==> src/rtl/min_dq_selector_pkg.sv <==
// Shared sizing constants and FSM encoding for the
// minimum-distance selector.
package min_dq_selector_pkg;

  localparam int Q_DEF     = 8;
  localparam int ACC_W_DEF = 48;
  localparam int IDX_W_DEF = $clog2(Q_DEF);

  typedef enum logic [1:0] {
    IDLE    = 2'd0,
    COLLECT = 2'd1,
    COMPARE = 2'd2
  } state_t;

endpackage

==> src/rtl/min_dq_selector_capture.sv <==
// Per-PE capture bank: first valid result of each PE in a
// frame is latched and its flag set; repeats are dropped.
module dq_capture_bank
  import min_dq_selector_pkg::*;
#(
  parameter int Q         = Q_DEF,
  parameter int ACC_WIDTH = ACC_W_DEF
) (
  input  logic                   clk,
  input  logic                   rst,
  input  logic                   clear_i,
  input  logic                   en_i,
  input  logic [Q-1:0]           valid_i,
  input  logic [ACC_WIDTH*Q-1:0] d_i,
  input  logic [2*Q-1:0]         mi1_i,
  input  logic [2*Q-1:0]         mq1_i,
  input  logic [2*Q-1:0]         mi2_i,
  input  logic [2*Q-1:0]         mq2_i,
  output logic [ACC_WIDTH*Q-1:0] d_o,
  output logic [2*Q-1:0]         mi1_o,
  output logic [2*Q-1:0]         mq1_o,
  output logic [2*Q-1:0]         mi2_o,
  output logic [2*Q-1:0]         mq2_o,
  output logic                   full_o
);

  logic [Q-1:0] flags_q;
  logic [Q-1:0] flags_d;
  logic [Q-1:0] take;

  // full_o looks ahead so captures on this edge count
  always_comb begin
    take    = en_i ? (valid_i & ~flags_q) : '0;
    flags_d = clear_i ? '0 : (flags_q | take);
    full_o  = &flags_d;
  end

  always_ff @(posedge clk) begin
    if (rst) begin
      flags_q <= '0;
      d_o     <= '0;
      mi1_o   <= '0;
      mq1_o   <= '0;
      mi2_o   <= '0;
      mq2_o   <= '0;
    end else begin
      flags_q <= flags_d;
      for (int i = 0; i < Q; i++) begin
        if (take[i]) begin
          d_o[i*ACC_WIDTH +: ACC_WIDTH] <=
            d_i[i*ACC_WIDTH +: ACC_WIDTH];
          mi1_o[2*i +: 2] <= mi1_i[2*i +: 2];
          mq1_o[2*i +: 2] <= mq1_i[2*i +: 2];
          mi2_o[2*i +: 2] <= mi2_i[2*i +: 2];
          mq2_o[2*i +: 2] <= mq2_i[2*i +: 2];
        end
      end
    end
  end

endmodule

==> src/rtl/min_dq_selector.sv <==
// Collects Q PE distance results per frame, then scans them
// one per cycle for the signed minimum (lowest index wins ties).
module min_dq_selector
  import min_dq_selector_pkg::*;
#(
  parameter int Q         = Q_DEF,
  parameter int ACC_WIDTH = ACC_W_DEF
) (
  input  logic                        clk,
  input  logic                        rst,
  input  logic                        start_frame,
  input  logic [Q-1:0]                pe_valid_in,
  input  logic [ACC_WIDTH*Q-1:0]      d_q_in_flat,
  input  logic [2*Q-1:0]              mImin1_in_flat,
  input  logic [2*Q-1:0]              mQmin1_in_flat,
  input  logic [2*Q-1:0]              mImin2_in_flat,
  input  logic [2*Q-1:0]              mQmin2_in_flat,
  output logic signed [ACC_WIDTH-1:0] d_min_out,
  output logic [$clog2(Q)-1:0]        q_best_out,
  output logic [1:0]                  mImin1_out,
  output logic [1:0]                  mQmin1_out,
  output logic [1:0]                  mImin2_out,
  output logic [1:0]                  mQmin2_out,
  output logic                        valid_out,
  output logic                        busy
);

  localparam int QW = $clog2(Q);

  logic [ACC_WIDTH*Q-1:0] cap_d;
  logic [2*Q-1:0] cap_mi1, cap_mq1, cap_mi2, cap_mq2;
  logic cap_full, cap_clear, cap_en;

  dq_capture_bank #(
    .Q         (Q),
    .ACC_WIDTH (ACC_WIDTH)
  ) u_bank (
    .clk     (clk),
    .rst     (rst),
    .clear_i (cap_clear),
    .en_i    (cap_en),
    .valid_i (pe_valid_in),
    .d_i     (d_q_in_flat),
    .mi1_i   (mImin1_in_flat),
    .mq1_i   (mQmin1_in_flat),
    .mi2_i   (mImin2_in_flat),
    .mq2_i   (mQmin2_in_flat),
    .d_o     (cap_d),
    .mi1_o   (cap_mi1),
    .mq1_o   (cap_mq1),
    .mi2_o   (cap_mi2),
    .mq2_o   (cap_mq2),
    .full_o  (cap_full)
  );

  logic signed [ACC_WIDTH-1:0] d_arr [Q];
  logic [7:0]                  m_arr [Q];

  for (genvar i = 0; i < Q; i++) begin : g_unp
    assign d_arr[i] = cap_d[i*ACC_WIDTH +: ACC_WIDTH];
    assign m_arr[i] = {cap_mi1[2*i +: 2], cap_mq1[2*i +: 2],
                       cap_mi2[2*i +: 2], cap_mq2[2*i +: 2]};
  end

  state_t                      state_q, state_d;
  logic [QW-1:0]               idx_q, idx_d;
  logic signed [ACC_WIDTH-1:0] best_d_q, best_d_d;
  logic [QW-1:0]               best_i_q, best_i_d;
  logic [7:0]                  best_m_q, best_m_d;
  logic signed [ACC_WIDTH-1:0] out_d_q, out_d_d;
  logic [QW-1:0]               out_i_q, out_i_d;
  logic [7:0]                  out_m_q, out_m_d;
  logic                        valid_q, valid_d;
  logic                        busy_q, busy_d;

  logic signed [ACC_WIDTH-1:0] nb_d;
  logic [QW-1:0]               nb_i;
  logic [7:0]                  nb_m;
  logic                        upd;

  always_comb begin
    state_d   = state_q;
    idx_d     = idx_q;
    best_d_d  = best_d_q;
    best_i_d  = best_i_q;
    best_m_d  = best_m_q;
    out_d_d   = out_d_q;
    out_i_d   = out_i_q;
    out_m_d   = out_m_q;
    valid_d   = 1'b0;
    cap_clear = 1'b0;
    cap_en    = 1'b0;

    // entry 0 seeds the scan; later entries need strict less
    upd  = (idx_q == '0) || (d_arr[idx_q] < best_d_q);
    nb_d = upd ? d_arr[idx_q] : best_d_q;
    nb_i = upd ? idx_q : best_i_q;
    nb_m = upd ? m_arr[idx_q] : best_m_q;

    unique case (state_q)
      IDLE: begin
        if (start_frame) begin
          cap_clear = 1'b1;
          state_d   = COLLECT;
        end
      end
      COLLECT: begin
        cap_en = 1'b1;
        if (cap_full) begin
          state_d = COMPARE;
          idx_d   = '0;
        end
      end
      COMPARE: begin
        best_d_d = nb_d;
        best_i_d = nb_i;
        best_m_d = nb_m;
        idx_d    = idx_q + QW'(1);
        if (idx_q == QW'(Q-1)) begin
          out_d_d = nb_d;
          out_i_d = nb_i;
          out_m_d = nb_m;
          valid_d = 1'b1;
          idx_d   = '0;
          state_d = IDLE;
        end
      end
      default: state_d = IDLE;
    endcase

    busy_d = (state_d != IDLE);
  end

  always_ff @(posedge clk) begin
    if (rst) begin
      state_q  <= IDLE;
      idx_q    <= '0;
      best_d_q <= '0;
      best_i_q <= '0;
      best_m_q <= '0;
      out_d_q  <= '0;
      out_i_q  <= '0;
      out_m_q  <= '0;
      valid_q  <= 1'b0;
      busy_q   <= 1'b0;
    end else begin
      state_q  <= state_d;
      idx_q    <= idx_d;
      best_d_q <= best_d_d;
      best_i_q <= best_i_d;
      best_m_q <= best_m_d;
      out_d_q  <= out_d_d;
      out_i_q  <= out_i_d;
      out_m_q  <= out_m_d;
      valid_q  <= valid_d;
      busy_q   <= busy_d;
    end
  end

  assign d_min_out  = out_d_q;
  assign q_best_out = out_i_q;
  assign mImin1_out = out_m_q[7:6];
  assign mQmin1_out = out_m_q[5:4];
  assign mImin2_out = out_m_q[3:2];
  assign mQmin2_out = out_m_q[1:0];
  assign valid_out  = valid_q;
  assign busy       = busy_q;

endmodule

==> config.mk <==
export PLATFORM = sky130hd
export DESIGN_NAME = min_dq_selector
export DESIGN_NICKNAME = d
export VERILOG_FILES = /design/src/rtl/min_dq_selector_pkg.sv /design/src/rtl/min_dq_selector_capture.sv /design/src/rtl/min_dq_selector.sv
export SDC_FILE = /design/constraint.sdc
export NUM_CORES = 1
export LEC_CHECK = 0
export CAP_MARGIN = 20
export CORE_ASPECT_RATIO = 1.5
export CORE_MARGIN = 2
export CORE_UTILIZATION = 47
export DETAILED_ROUTE_END_ITERATION = 10
export GPL_ROUTABILITY_DRIVEN = 0
export MAX_ROUTING_LAYER = met4
export PLACE_DENSITY_LB_ADDON = 0.15
export SYNTH_ARGS = -nofsm -noshare
export SYNTH_HDL_FRONTEND = slang
export SYNTH_SLANG_ARGS = --single-unit
==> constraint.sdc <==
create_clock -name clk -period 4.4 [get_ports clk]
set_input_delay 0.88 -clock clk [delete_from_list [all_inputs] [get_ports clk]]
set_output_delay 0.88 -clock clk [all_outputs]
set_load 0.02 [all_outputs]
Word-level counts from Yosys, hierarchy flattened --
Cells that the tools add are included.
Operators by class: $add $sub $neg 1, order comparisons 2, equal/unequal tests 4, muxes and demuxes 22, bitwise logic cells 5, reductions and logical operators 9
Operator list (count):
- binary-select mux 48 bit (select 3 bit) | 1
- two-way mux 48 bit | 3
- < comparator 48 bit | 1
- two-way mux 8 bit | 5
- binary-select mux 8 bit (select 3 bit) | 1
- two-way mux 3 bit | 3
- bitwise AND 8 bit | 1
- inverter 8 bit | 1
- bitwise OR 8 bit | 1
- AND reduction 8 bit | 1
- two-way mux 2 bit | 3
- case mux 2 bit (3 select lines) | 1
- case mux 3 bit (2 select lines) | 1
- >= comparator 4 bit (second input constant) | 1
- two-way mux 1 bit | 4
- inverter 3 -> 4 bit | 1
- AND reduction 2 bit | 2
- nonzero test 2 bit | 2
- adder 3 x 1 -> 3 bit (second input constant) | 1
- equality test 3 bit (second input constant) | 1
- zero test 3 bit | 1
- equality test 2 x 1 -> 1 bit (second input constant) | 1
- equality test 2 bit (second input constant) | 1
- zero test 2 bit | 1
- other kinds (4) | 4
Word-level totals: register bits 581, bits of input ports 459, output and inout port bits 61, word-level logic and storage cells 94

Longest topological paths before layout --
word-level depth 9, mapped depth 17, mapped depth without buffers 12

By module --
From an unflattened synthesis, not the netlist that was laid out.
Unflattened totals: cells, all modules 2982, area, all modules 25779.7 µm²
Modules (own cells, without submodules):
- dq_capture_bank | times used 1, cells an instance 1990, area each 15701.3 µm², sequential area each 9128.8 µm²
- min_dq_selector | times used 1, cells an instance 992, area each 10078.4 µm², sequential area each 2502.4 µm²

Worst setup path after synthesis --
Ideal clock, no wire load.
path type register -> register, start point register idx_q[0], end point register out_d_q[44] (netlist: d_min_out[44]), library setup time 71 ps, arrival time 4757 ps, data required time 4329 ps, slack -428 ps, cell stages (with the launch flop) 18, buffers on the path 5, period minus slack after synthesis 4828 ps, cell sequence dfxtp_1 > buf_2 > buf_1 > buf_1 > mux4_2 > mux2i_1 > inv_1 > ha_1 > a211oi_1 > o211ai_1 > o221a_2 > o311a_1 > or3_4 > xnor2_2 > buf_4 > buf_4 > a221o_1 > a21oi_1
On the way: longest elaborated chain between the ends 7, elaborated cells on any way between the ends 10, those cells by class order compare: 1; eq/ne: 1; mux: 4; bitwise: 1; reduce/logical: 3
RTL lines:
- start, declared | RTL line min_dq_selector.sv:66 | logic [QW-1:0] idx_q, idx_d;
- start signal, assigned | RTL line min_dq_selector.sv:148 | idx_q <= idx_d;
- inverter 3 -> 4 bit (implied by the code) | RTL line min_dq_selector.sv:95, min_dq_selector.sv:96
- binary-select mux 48 bit (select 3 bit) | RTL line min_dq_selector.sv:95, min_dq_selector.sv:96
- two-way mux 48 bit (implied by the code) (2 in series) | RTL line min_dq_selector.sv:95, min_dq_selector.sv:96
- < comparator 48 bit | RTL line min_dq_selector.sv:95 | upd = (idx_q == '0) || (d_arr[idx_q] < best_d_q);
- logical OR 1 bit | RTL line min_dq_selector.sv:95
- two-way mux 48 bit | RTL line min_dq_selector.sv:96 | nb_d = upd ? d_arr[idx_q] : best_d_q;
- end signal, assigned | RTL line min_dq_selector.sv:152 | out_d_q <= out_d_d;
- end, declared | RTL line min_dq_selector.sv:70 | logic signed [ACC_WIDTH-1:0] out_d_q, out_d_d;
Parallel ways exist; a longest one is shown, timed or not. The select of a mux whose other input is x is not followed. A chain may end at the register's enable or synchronous reset.

Worst setup path in the final report --
start point register idx_q[0], end point register best_d_q[13]
On the way: longest elaborated chain between the ends 7, elaborated cells on any way between the ends 8, those cells by class order compare: 1; mux: 4; bitwise: 1; reduce/logical: 2
RTL lines:
- inverter 3 -> 4 bit (implied by the code) | RTL line min_dq_selector.sv:95, min_dq_selector.sv:96
- binary-select mux 48 bit (select 3 bit) | RTL line min_dq_selector.sv:95, min_dq_selector.sv:96
- two-way mux 48 bit (implied by the code) (2 in series) | RTL line min_dq_selector.sv:95, min_dq_selector.sv:96
- < comparator 48 bit | RTL line min_dq_selector.sv:95
- logical OR 1 bit | RTL line min_dq_selector.sv:95
- two-way mux 48 bit (*) | RTL line min_dq_selector.sv:96
- end signal, assigned | RTL line min_dq_selector.sv:149 | best_d_q <= best_d_d;
- end, declared | RTL line min_dq_selector.sv:67 | logic signed [ACC_WIDTH-1:0] best_d_q, best_d_d;
Every way passes the cells marked *; elsewhere a longest branch is shown, timed or not. The select of a mux whose other input is x is not followed.

==> summary.md <==
| Metric | Value |
|---|---|
| Post-layout total power | `roughly 12 mW` |
| Max cap viols | `0` |
| Post-Syn Nets | `between 3000 and 4000` |
| Maximum vdd drop | `just over 0.4 mV` |
| Fmax | `approximately 230 MHz` |
| CP Capture Type | `register` |
| CP startpoint kind | `register` |
| Logic gate share of total power | `0.121` |
| Largest stage delay, worst path | `~0.56 ns` |
| Worst hold slack | `0.453 ns` |
| Setup violations, final | `0` |
| CP max FO | `11` |
| Async set-reset flop share out of synthesis | `0` |
| Synth-to-layout area growth | `35.0%` |
| CTS H-tree lvls | `2` |
| Core area | `52800 µm²` |
| Syn Std Cell Area | `25200 µm²` |
| Boundary Pins | `520` |
| First-pass GRT wire length | `~130 mm` |
| Worst slew margin | `0.321` |
| Hpwl dp | `between 60 and 70 mm` |
| Worst EP required | `roughly 5 ns` |
| Die Area | `55500 µm²` |
| Fin crit share | `0.973` |
| Cts bufs inserted | `55` |
| Yosys top cell area share | `0.462` |
| WL final | `between 80 and 90 mm` |
| Layout cell share with drive strength beyond 1 | `0.117` |
| Sequential element share of the synthesized area | `0.462` |
| Initial DRC count | `about 1500` |
| Worst slew pin tran | `about 1 ns` |
| Leakage | `12.1 nW` |
| Antenna violations before repair | `4` |
| Reg clk slew, reported paths | `0.07 ns` |
| Buffers & Inverters on Critical Path | `6` |
| Vias in the first global route | `23800` |
| P_sw | `2.95 mW` |
| Cell variety after synth | `48` |
| Max-slew violations | `0` |
| CP arrival | `between 4 and 5 ns` |
| Initial core utilization | `0.477` |
| PwrDens | `approximately 350 nW/µm²` |
| Area contributors post-synth | `dfxtp_1 46%, nand2_1 14%, a21oi_1 11%` |
| Clock tree sinks | `581` |
| Internal | `9.01 mW` |
| Post-route ant nets | `0` |
| Via count | `23400` |
| PortBufs | `between 500 and 600` |
| Die Ht | `287 µm` |
| Seq cells post-synth | `581` |
| Worst-skew pair later-pin latency | `just over 0.6 ns` |
| Setup TNS | `0 ns` |
| Post-synth EDFFs | `0` |
| Initial DRT Pass Iterations | `7` |
| Row cnt | `slightly above 100` |
| Seq pwr share | `0.463` |
| DRC | `0` |
| # hold bufs at CTS | `0` |
| CTS tree | `yes` |
| Post-Syn Instances | `2978` |
| Yosys top cell by area | `dfxtp_1` |
| Clk_skew | `0.0203 ns` |
| Chip width | `193 µm` |
| Switching Share | `0.247` |
| Status | `finished, final reports clean` |
| Fin. Hold Viols | `0` |
| Clock Path Buffers | `3` |
| CTS root buffer | `clkbuf_16` |
| Routed length per instance | `21.4 µm` |
| Global route total overflow | `0` |
| Crit-path slowest cell | `mux4_2` |
| Worst min-delay path class | `reg2reg` |
| WS Path Type | `reg2reg` |
| Filler cells | `between 4000 and 5000` |
| Final #Nets | `3944` |
| Finished Core Util | `0.643` |
| Vias per cell | `5.62` |
| Clock power frac | `0.416` |
| Ys Warns | `0` |
| Critical-path cell list | `buf_12 -> clkbuf_16 -> buf_4 -> mux4_2 -> mux2i_1 -> inv_1 -> ha_1 -> nand4_1 -> nor2_1 -> a221oi_2 -> a31oi_2 -> or3_4 -> a211oi_4 -> buf_6 -> buf_12 -> nor2_1 -> a211oi_1` |
| Largest net degree at the start of global routing | `197` |
| CP top delay family | `compound AO/OA/AOI/OAI gates` |
| Mean Syn Cell Area | `8.45 µm²` |
| Ys flop type | `dfxtp_1` |
| Final worst path period need | `roughly 4.3 ns` |
| GRT Total Usage | `0.317` |
[synthesized netlist by cell type, types with 2 or more instances]
master    number
a211oi_1      38
a211oi_2      21
a21o_1         5
a21oi_1      531
a221o_1       55
a221oi_1       2
a22oi_1        2
buf_1         33
buf_2         12
buf_4          6
clkbuf_1     184
dfxtp_1      581
ha_1          50
inv_1        100
mux2_1         3
mux2i_1       61
mux4_2       111
nand2_1      969
nand2b_1       3
nand3_1        7
nand4_1       10
nor2_1       142
nor2b_1        2
nor3_1         4
nor4_1         2
o211ai_1       4
o21a_1         4
o21ai_0        8
o21bai_1       2
or2_2          8
[tightest hold or removal path, cell delays in order, from the launching register on]
cell     delay, ns
dfxtp_1       0.31
nand2_1       0.05
a21oi_1       0.05
[state kept, by name (all words and copies together), names as in the netlist]
name	cells
best_m_q	8
u_bank.d_o	384
best_d_q	48
idx_q	3
u_bank.mq2_o	16
u_bank.mq1_o	16
u_bank.mi2_o	16
u_bank.mi1_o	16
out_m_q	8
valid_out	1
best_i_q	3
state_q	2
d_min_out	48
busy	1
q_best_out	3
u_bank.flags_q	8
[logic make-up (layout without fill, tap and decap cells)]
family          Yosys count  after routing  synth area share
simple gates           1155           1155             0.177
compound gates          679            679             0.159
flops                   581            581             0.462
buf+inv                 336            836            0.0516
mux                     176            176             0.125
fa+ha+maj                50             50            0.0248
xor+xnor                  1              1          0.000646
other cells               0              4                 0
[through the flow]
| step | setup WS [ns] | instance area [µm²] | cells |
|---|---|---|---|
| after floorplan | 0.0217 | 25200 | 2978 |
| after global placement | -0.117 | 31300 | 4024 |
| after detailed placement | -0.186 | 31300 | 4024 |
| after CTS | 0.000738 | 33200 | 4124 |
| after global routing | -0.0349 | 34000 | 4164 |
| final | 0.117 | 34000 | 4164 |
[placed cells by master (no fill, tap or decap), types with 8 or more instances in the layout]
cell type	instances
a211oi_1	36
a211oi_2	22
a21oi_1	531
a221o_1	55
buf_12	26
buf_4	75
clkbuf_1	9
clkbuf_16	65
clkbuf_8	10
clkdlybuf4s50_1	518
clkinv_2	13
dfxtp_1	578
ha_1	50
inv_1	100
mux2i_1	29
mux2i_2	18
mux2i_4	14
mux4_2	111
nand2_1	968
nand4_1	10
nor2_1	133
nor2_4	8
[power by group through the flow]
| stage | Sequential (mW) | Combinational, mW | Clock, mW |
|---|---|---|---|
| after floorplan | 5.62 | 0.639 | 0 |
| after global placement | 5.64 | 1.39 | 0 |
| after detailed placement | 5.65 | 1.41 | 0 |
| after CTS | 5.53 | 1.42 | 5.04 |
| after global routing | 5.55 | 1.55 | 5.24 |
| final | 5.53 | 1.45 | 4.98 |
[timing repair]
item	4_1_cts	5_1_grt
gates cloned	0	10
endpoints found under the setup margin	115	113
setup buffers	0	26
pin swaps	1	9
gates resized for setup	7	59
[routing by layer]
metal	up-vias	track usage	routed length (µm)
met1	11300	0.348	32700
met4	0	0.186	5830
met3	263	0.0378	4910
li1	11000	-	-
met2	857	0.551	45700
met5	-	-	0
[layout make-up]
| cell class | count | area, µm² | share of cell area |
|---|---|---|---|
| Antenna cell | 4 | 10.0 | 0.000295 |
| Clock buffer | 76 | 1600 | 0.0470 |
| Clock inverter | 24 | 284 | 0.00836 |
| Inverter | 101 | 379 | 0.0112 |
| Multi-Input combinational cell | 2061 | 12600 | 0.372 |
| Sequential cell | 581 | 11600 | 0.343 |
| Tap cell | 682 | 853 | 0.0251 |
| Timing Repair Buffer | 635 | 6580 | 0.194 |
[final timing paths]
| path | end | startpoint | depth (start not counted) | slack [ns] |
|---|---|---|---|---|
| worst max-delay path | best_d_q[13] | idx_q[0] | 17 | 0.12 |
| worst min-delay path | u_bank.mi1_o[5] | u_bank.mi1_o[5] | 2 | 0.45 |
| worst max register to register | best_d_q[13] | idx_q[0] | 17 | 0.12 |
| worst min register to register | u_bank.mi1_o[5] | u_bank.mi1_o[5] | 2 | 0.45 |
Power figures use the tool's default switching activity.
